File: config.mk
export PLATFORM = sky130hd
export DESIGN_NAME = accel_dot_host
export DESIGN_NICKNAME = d
export VERILOG_FILES = /design/src/rtl/accel_dot_host.sv
export SDC_FILE = /design/constraint.sdc
export NUM_CORES = 1
export LEC_CHECK = 0
export ABC_CLOCK_PERIOD_IN_PS = 12880
export BUFFER_PORTS_ARGS = -buffer_cell sky130_fd_sc_hd__buf_4
export CORE_MARGIN = 2
export CORE_UTILIZATION = 35
export DETAILED_ROUTE_END_ITERATION = 12
export GPL_TIMING_DRIVEN = 0
export SETUP_SLACK_MARGIN = 0.5
export SLEW_MARGIN = 0
export SYNTH_ARGS = -nofsm -noshare
export SYNTH_HDL_FRONTEND = slang
export SYNTH_SLANG_ARGS = --single-unit
File: constraint.sdc
create_clock -name clk -period 12.88 [get_ports clk]
set_input_delay 1.288 -clock clk [delete_from_list [all_inputs] [get_ports clk]]
set_output_delay 1.288 -clock clk [all_outputs]
set_load 0.05 [all_outputs]
File: src/rtl/accel_dot_host.sv
// Host-side AXIS endpoint for accel_dot: streams a buffered input vector out and collects the result vector.
// Ideal latency N_IN+N_OUT cycles; TX holds TDATA/TLAST under TREADY backpressure, RX accepts one word per cycle.
module accel_dot_host #(
  parameter int N_IN    = 3,
  parameter int N_OUT   = 4,
  parameter int TIMEOUT = 4410,
  localparam int AW_IN  = (N_IN  > 1) ? $clog2(N_IN)  : 1,
  localparam int AW_OUT = (N_OUT > 1) ? $clog2(N_OUT) : 1
) (
  input  logic              clk,
  input  logic              rst,
  input  logic              start,
  input  logic              vec_wr_en,
  input  logic [AW_IN-1:0]  vec_wr_addr,
  input  logic [31:0]       vec_wr_data,
  input  logic [AW_OUT-1:0] res_rd_addr,
  output logic [31:0]       res_rd_data,
  output logic [31:0]       TX_AXIS_TDATA,
  output logic              TX_AXIS_TLAST,
  output logic              TX_AXIS_TVALID,
  input  logic              TX_AXIS_TREADY,
  input  logic [31:0]       RX_AXIS_TDATA,
  input  logic              RX_AXIS_TLAST,
  input  logic              RX_AXIS_TVALID,
  output logic              RX_AXIS_TREADY,
  output logic              busy,
  output logic              done,
  output logic              last_err,
  output logic              timeout,
  output logic [31:0]       cycles
);

  localparam logic [1:0] S_IDLE = 2'd0;
  localparam logic [1:0] S_SEND = 2'd1;
  localparam logic [1:0] S_RECV = 2'd2;
  localparam logic [1:0] S_DONE = 2'd3;

  logic [1:0]        state_q, state_d;
  logic [AW_IN-1:0]  tx_idx_q, tx_idx_d;
  logic [AW_OUT-1:0] rx_idx_q, rx_idx_d;
  logic              tx_vld_q, tx_vld_d;
  logic              tx_last_q, tx_last_d;
  logic [31:0]       tx_dat_q, tx_dat_d;
  logic              rx_rdy_q, rx_rdy_d;
  logic              last_err_q, last_err_d;
  logic              timeout_q, timeout_d;
  logic [31:0]       cycles_q, cycles_d;
  logic [31:0]       vec_q [N_IN];
  logic [31:0]       res_q [N_OUT];

  logic        tx_beat, rx_beat, rx_at_end, res_we, busy_w;
  logic [31:0] cyc_inc;

  assign busy_w    = (state_q == S_SEND) || (state_q == S_RECV);
  assign tx_beat   = tx_vld_q && TX_AXIS_TREADY;
  assign rx_beat   = rx_rdy_q && RX_AXIS_TVALID;
  assign rx_at_end = (rx_idx_q == AW_OUT'(N_OUT - 1));
  assign cyc_inc   = (&cycles_q) ? cycles_q : cycles_q + 32'd1;
  assign res_we    = (state_q == S_RECV) && rx_beat;

  always_comb begin
    state_d    = state_q;
    tx_idx_d   = tx_idx_q;
    rx_idx_d   = rx_idx_q;
    tx_vld_d   = tx_vld_q;
    tx_last_d  = tx_last_q;
    tx_dat_d   = tx_dat_q;
    rx_rdy_d   = rx_rdy_q;
    last_err_d = last_err_q;
    timeout_d  = timeout_q;
    cycles_d   = cycles_q;
    case (state_q)
      S_IDLE, S_DONE: begin
        // A vec write in the start cycle lands in the buffer, but word 0 is launched from the old contents.
        if (start) begin
          state_d    = S_SEND;
          tx_idx_d   = '0;
          rx_idx_d   = '0;
          last_err_d = 1'b0;
          timeout_d  = 1'b0;
          cycles_d   = '0;
          tx_vld_d   = 1'b1;
          tx_dat_d   = vec_q[0];
          tx_last_d  = (N_IN == 1);
        end
      end
      S_SEND: begin
        cycles_d = cyc_inc;
        if (tx_beat) begin
          if (tx_last_q) begin
            state_d   = S_RECV;
            tx_vld_d  = 1'b0;
            tx_last_d = 1'b0;
            tx_dat_d  = '0;
            rx_rdy_d  = 1'b1;
          end else begin
            tx_idx_d  = tx_idx_q + AW_IN'(1);
            tx_dat_d  = vec_q[tx_idx_d];
            tx_last_d = (tx_idx_d == AW_IN'(N_IN - 1));
          end
        end
      end
      S_RECV: begin
        cycles_d = cyc_inc;
        if (rx_beat) begin
          rx_idx_d = rx_idx_q + AW_OUT'(1);
          if (rx_at_end || RX_AXIS_TLAST) begin
            state_d    = S_DONE;
            rx_rdy_d   = 1'b0;
            last_err_d = (rx_at_end != RX_AXIS_TLAST);
          end
        end
      end
      default: state_d = S_IDLE;
    endcase
    // Abort unless this very cycle completed the transaction normally.
    if (busy_w && (state_d != S_DONE) && (cyc_inc >= 32'(TIMEOUT))) begin
      state_d   = S_DONE;
      timeout_d = 1'b1;
      tx_vld_d  = 1'b0;
      tx_last_d = 1'b0;
      tx_dat_d  = '0;
      rx_rdy_d  = 1'b0;
    end
  end

  always_ff @(posedge clk or posedge rst) begin
    if (rst) begin
      state_q    <= S_IDLE;
      tx_idx_q   <= '0;
      rx_idx_q   <= '0;
      tx_vld_q   <= 1'b0;
      tx_last_q  <= 1'b0;
      tx_dat_q   <= '0;
      rx_rdy_q   <= 1'b0;
      last_err_q <= 1'b0;
      timeout_q  <= 1'b0;
      cycles_q   <= '0;
    end else begin
      state_q    <= state_d;
      tx_idx_q   <= tx_idx_d;
      rx_idx_q   <= rx_idx_d;
      tx_vld_q   <= tx_vld_d;
      tx_last_q  <= tx_last_d;
      tx_dat_q   <= tx_dat_d;
      rx_rdy_q   <= rx_rdy_d;
      last_err_q <= last_err_d;
      timeout_q  <= timeout_d;
      cycles_q   <= cycles_d;
    end
  end

  always_ff @(posedge clk or posedge rst) begin
    if (rst) begin
      for (int k = 0; k < N_IN; k++) vec_q[k] <= '0;
      for (int k = 0; k < N_OUT; k++) res_q[k] <= '0;
    end else begin
      if (vec_wr_en && !busy_w && (32'(vec_wr_addr) < 32'(N_IN)))
        vec_q[vec_wr_addr] <= vec_wr_data;
      if (res_we)
        res_q[rx_idx_q] <= RX_AXIS_TDATA;
    end
  end

  assign res_rd_data    = (32'(res_rd_addr) < 32'(N_OUT)) ? res_q[res_rd_addr] : '0;
  assign TX_AXIS_TDATA  = tx_dat_q;
  assign TX_AXIS_TLAST  = tx_last_q;
  assign TX_AXIS_TVALID = tx_vld_q;
  assign RX_AXIS_TREADY = rx_rdy_q;
  assign busy           = busy_w;
  assign done           = (state_q == S_DONE);
  assign last_err       = last_err_q;
  assign timeout        = timeout_q;
  assign cycles         = cycles_q;

endmodule

==> results.yml, run 1 <==
run:
  max-cap-violations: 0
min_path:
  min_from: "res_q[38]"
  whs_path_depth: 1
  min_path_type: "flip-flop to flip-flop"
  min_to: "res_q[38]"
floorplan:
  io_pins: 178
  die_y_um: 207
  initial_core_util: 0.354
  rows: 74
  die_area_mm2: 0.0428
  coreArea_mm2: 0.0407
  die_w_um: 207
power_and_ir_drop:
  total_power_mw: 3.89
  p_leak_nw: 8.21
  ir_worst_vdd_mv: 0.180
  powerDensity_mw_per_mm2: 220
clock_tree:
  cts_sinks: 299
  clock_latency_ns: 0.55
  post_cts_resized: 0
  clk_pin_slew_worst_paths_ns: 0.05
  htree_levels: 2
  post_cts_buffers: 0
  cts_tree: "done"
  clock_path_buffers: 3
  cts_root_buffer: "clkbuf_16"
  cts_buffers: 36
  ctsHoldBuffers: 0
synth:
  synthFlopType: "dfrtp_1"
  yosysWarnings: 0
  avgSynthCellArea_um2: 12.4
  synth_nets: 1251
  async_flop_share: 1.00
  netlist_area_mm2: 0.0144
  synthCells: 1165
  synth-edff-count: 0
  ys_ff_latch: 299
  synth-seq-area-share: 0.519
  ys_types: 68
routing:
  vias_per_cell: 5.23
  dr.pass1.iters: 6
  wire_per_inst_um: 19.3
  ant_nets: 0
  routed_wl_um: 37400
  drc: 0
  first_iter_violations: 538
  via_count: 10132
critical_path:
  reg2reg_slack_ns: 9.27
  crit_arrival_ns: 3.18
  crit_chain: "clkbuf_1 > buf_1 > mux4_2 > buf_4"
  reg2reg_depth: 11
  required_ns: 11.59
  startpoint: "res_rd_addr[0]"
  crit_path_max_fanout: 10
  cp-end-kind: "primary output"
  r2r-end: "TX_AXIS_TDATA[24]"
  crit_type: "primary input to primary output"
  critPathLaunchType: "primary input"
  cp_slowest_cell: "buf_1"
  reg2reg_from: "cycles[0]"
  max_stage_delay_ns: 0.74
sta:
  finalCriticalPeriod_ns: 4.47
  drv_slew: 0
  setup_tns_ns: 0
  finClkSkew_ns: 0.0125
  hold_viol: 0
  worst_pin_slew_ns: 1.16
  setup_violations: 0
  setup_slack_ns: 8.41
  timing.final.crit_share: 0.347
  fin_hold_ws_ns: 0.498
  max_slew_margin: 0.219
  rsz0062_at_grt: "false"
  maxClockFrequency_mhz: 224
global_routing:
  gr-total-overflow: 0
  grt_max_degree: 110
  antenna_found_initial: 1
  grt_usage: 0.179
  grt_pass1_vias: 10419
  grt_pass1_wl_um: 59500
final_layout:
  fillers: 3794
  final_layout_size_suffix_gt1_frac: 0.394
  instances_no_fill: 1938
  final-seq-area_mm2: 0.00748
  fin_nets: 1466
  multiInputGateArea_mm2: 0.00640
  area_delta_synth_final_pct: 22.7
  antenna_cells: 0
placement:
  dp_slack_ns: 8.32
  place.gp.congestion: 0.845
  portBuffers: 175
  place_inst: 1874
  hpwl_um: 25900
status:
  status: "finished clean"
## how the worst max path moves through the flow
stage | to | slack [ns] | depth (start not counted)
floorplan | RX_AXIS_TREADY | 3.33 | 1
global placement | TX_AXIS_TDATA[1] | -0.29 | 2
detailed placement | res_rd_data[5] | 8.32 | 4
CTS | res_rd_data[5] | 8.31 | 4
global route | res_rd_data[5] | 8.23 | 4
finish | res_rd_data[5] | 8.41 | 4
## metal layers
metal | vias up | part of all wire | GRT usage
met4 | 2 | 0.024 | 0.0621
met2 | 246 | 0.46 | 0.285
met3 | 65 | 0.061 | 0.0403
met5 | - | 0.00040 | 0
li1 | 4697 | - | -
met1 | 5122 | 0.45 | 0.241
## cells in the final DEF (no fill, tap or decap), types with 17 or more instances in the layout
master	instances
clkbuf_1	45
a22oi_1	32
a21oi_1	17
clkbuf_16	37
o22ai_1	29
buf_4	177
nand2_1	81
nor2_1	46
buf_1	23
o21ai_0	56
mux4_2	32
dfrtp_1	299
mux2i_1	31
inv_1	39
mux2_2	230
## synthesized netlist by cell type, drive strengths merged (4+ instances only)
library cell / count / area [um^2]
inv: 40 / 150
nand2: 81 / 304
nor2: 56 / 235
buf: 39 / 215
a22o: 6 / 52.6
a21oi: 17 / 85.1
nand2b: 5 / 31.3
nor4: 8 / 77.6
nand4: 16 / 106
o31ai: 6 / 45.0
mux2i: 31 / 310
nor3: 19 / 116
mux4: 32 / 721
a221oi: 6 / 52.6
a211oi: 5 / 37.5
a22oi: 32 / 240
and3: 10 / 65.1
clkbuf: 40 / 150
o21ai: 56 / 280
or3: 6 / 45.0
and4: 5 / 43.8
and2: 5 / 32.5
mux2: 230 / 2590
xor2: 8 / 70.1
ha: 11 / 138
or4: 4 / 37.5
nand3: 15 / 87.6
o22ai: 29 / 181
dfrtp: 299 / 7480
xnor2: 13 / 114
## power by group
group / internal, mW / switching, mW / total (mW)
logic: 0.600 / 0.866 / 1.47
clock network: 0.639 / 0.407 / 1.05
registers: 1.23 / 0.152 / 1.38
total: 2.47 / 1.43 / 3.89
## kinds of logic after synthesis
| kind of cell | Yosys count | synth area share |
|---|---|---|
| xor+xnor | 21 | 0.0128 |
| mux | 293 | 0.251 |
| simple gates | 240 | 0.0872 |
| flops | 299 | 0.519 |
| fa+ha+maj | 11 | 0.00955 |
| compound gates | 181 | 0.0837 |
| buf+inv | 120 | 0.0360 |
## worst max-delay path: cells and delay by family
family	cells	cell delay [ns]
buffers and inverters	3	1.26
muxes	1	0.63
## through the flow
step	util	instance area, um^2
after floorplan	-	14400
after global placement	0.402	16400
after detailed placement	0.404	16400
after CTS	0.434	17700
after global routing	0.434	17700
final	0.434	17700
## area by class of cell
type / count / area share
Buffer: 79 / 0.0207
Clock buffer: 51 / 0.0605
Clock inverter: 13 / 0.00885
Inverter: 41 / 0.00913
Multi-Input combinational cell: 746 / 0.362
Sequential cell: 299 / 0.423
Tap cell: 532 / 0.0377
Timing Repair Buffer: 177 / 0.0775
## sequential cells by signal, indices dropped and copies added (netlist names)
name / count
cycles: 32
res_q: 128
TX_AXIS_TVALID: 1
state_q: 2
tx_idx_q: 2
last_err: 1
RX_AXIS_TREADY: 1
vec_q: 96
TX_AXIS_TLAST: 1
rx_idx_q: 2
timeout: 1
TX_AXIS_TDATA: 32
(Power assumes the default switching activity.)
==> run 2, diff against run 1 <==
ABC_CLOCK_PERIOD_IN_PS = 4280   (was 12880)
clock period = 4.28 ns   (was 12.88 ns; I/O delays follow)
==> run 2 against run 1 <==
Effect of this change: total power grew to 3.0 times the previous value; cell count grew 0.57%; final area grew 0.91%; sequential power grew to 3.0 times the previous value; via count grew 0.18%; critical path type is now flip-flop to flip-flop; highest routed layer unchanged; die area is the same; sequential share of layout area shrank 0.38 points; hold slack lost 0.39 ns; non-clock buffer count grew 9; largest cell class unchanged; critical path depth grew 8; count of clock-buffer cells in the layout shrank 2; largest power group unchanged; global-route usage grew 0.051 points.
==> results.yml, run 2 (same netlist as run 1, synthesis figures left out) <==
status:
  status: "finished clean"
global_routing:
  gr-total-overflow: 0
  grt_pass1_wl_um: 59600
  grt_pass1_vias: 10497
  grt_usage: 0.179
  antenna_found_initial: 1
  grt_max_degree: 42
run:
  max-cap-violations: 0
sta:
  max_slew_margin: 0.336
  timing.final.crit_share: 0.822
  fin_hold_ws_ns: 0.105
  finalCriticalPeriod_ns: 3.52
  finClkSkew_ns: 0.0165
  setup_violations: 0
  drv_slew: 0
  hold_viol: 0
  maxClockFrequency_mhz: 284
  worst_pin_slew_ns: 0.987
  rsz0062_at_grt: "false"
clock_tree:
  cts_sinks: 299
  clock_latency_ns: 0.55
  cts_tree: "done"
  htree_levels: 2
  cts_root_buffer: "clkbuf_16"
  clock_path_buffers: 3
  clk_pin_slew_worst_paths_ns: 0.06
  cts_buffers: 38
final_layout:
  antenna_cells: 0
  fin_nets: 1477
  multiInputGateArea_mm2: 0.00641
  final_common_cell: "dfrtp_1"
  instances_no_fill: 1949
  final_cell_mix: "dfrtp_1, mux2_2, buf_4"
  area_delta_synth_final_pct: 23.8
  final_layout_size_suffix_gt1_frac: 0.400
  top_register: "res_q"
  fillers: 3849
  largest_reg_flops: 128
  largestRegisters: "res_q x128, vec_q x96"
  final-seq-area_mm2: 0.00748
critical_path:
  cp_num_buf_inv: 4
  crit_chain: "clkbuf_1 > nand4_1 > or4_4 > nor3_4 > buf_2 > nor2_1 > xnor2_1 > a311o_2 > a311oi_4 > buf_4 > buf_6 > nor2_2"
  cp_slowest_cell: "or4_4"
  max_stage_delay_ns: 0.49
  crit_arrival_ns: 3.93
  crit_path_max_fanout: 10
  crit_type: "flip-flop to flip-flop"
  required_ns: 4.70
  cp-end-kind: "flip-flop"
  critPathLaunchType: "flip-flop"
  cp_top_family: "buffers and inverters"
floorplan:
  initial_core_util: 0.354
  die_w_um: 207
  die_area_mm2: 0.0428
  coreArea_mm2: 0.0407
  die_y_um: 207
  rows: 74
  io_pins: 178
placement:
  place_inst: 1880
  place.gp.congestion: 0.835
  hpwl_um: 26600
  portBuffers: 175
routing:
  wire_per_inst_um: 19.6
  via_count: 10150
  vias_per_cell: 5.21
  ant_nets: 0
  first_iter_violations: 551
  dr.pass1.iters: 5
  routed_wl_um: 38100
  drc: 0
power_and_ir_drop:
  ir_worst_vdd_mv: 0.467
  powerDensity_mw_per_mm2: 661
  p_leak_nw: 8.27
min_path:
  min_path_type: "primary input to flip-flop"
==> run 2: cell count changes in the layout (fill, tap and decap cells not counted), sizes merged <==
cell / change
clkbuf: -2
bufinv: -1
dlygate4sd3: +1
buf: +8
clkinvlp: +4
inv: -1
clkinv: +2
==> run 2: path summary, 6_finish.rpt <==
kind	startpoint	to	slack, ns	cells past startpoint
setup reg to reg	cycles[22]	TX_AXIS_TDATA[24]	0.76	12
setup / recovery	cycles[22]	TX_AXIS_TDATA[24]	0.76	12
hold reg to reg	res_q[63]	res_q[63]	0.50	1
max in group asynchronous	rst	res_q[108]	2.88	6
hold / removal	vec_wr_data[14]	vec_q[78]	0.11	3
min in group asynchronous	rst	vec_q[52]	0.37	3
==> run 2: through the flow <==
step                      utilization  power [mW]  cell area [um^2]  TNS, ns  worst slack (ns)
after detailed placement        0.406        8.65             16500        0             0.590
after global placement          0.402        8.52             16400  -620.86             -2.12
after global routing            0.438        12.5             17800        0             0.546
after floorplan                     -        7.32             14400   -36.20            -0.121
after CTS                       0.437        11.9             17800        0             0.567
final                           0.438        11.8             17800        0             0.763
==> run 2: cell type report <==
class | count | share of cell area
buffer | 79 | 0.0205
clock buffer | 49 | 0.0608
clock inverter | 17 | 0.00975
inverter | 41 | 0.00884
multi-input combinational | 746 | 0.359
sequential | 299 | 0.420
tap | 532 | 0.0373
timing repair buffer | 186 | 0.0840
==> run 2: layer usage <==
metal	up-vias	wire length (um)	global-route usage
met5	-	12	0
li1	4703	-	-
met2	252	17700	0.286
met3	48	2240	0.0403
met4	2	743	0.0550
met1	5145	17400	0.244
==> run 2: tightest hold or removal path: cells and delay by family <==
kind	cells	cell delay (ns)
simple gates	1	0.04
compound gates	1	0.06
buf+inv	1	0.09
==> run 2: repair_timing <==
item                                   in CTS  in global routing
buffers inserted                            0                  2
hold buffers                                1                  0
resized for setup                           0                  1
endpoints found under the hold margin       3                  0
setup endpoints to repair                   0                 35
==> run 2: power by group <==
group / internal [mW] / switching [mW] / total [mW] / leakage [nW]
registers: 3.69 / 0.474 / 4.17 / 3.90
clock network: 1.92 / 1.29 / 3.21 / 0.607
logic: 1.81 / 2.59 / 4.41 / 3.76
total: 7.43 / 4.36 / 11.8 / 8.27
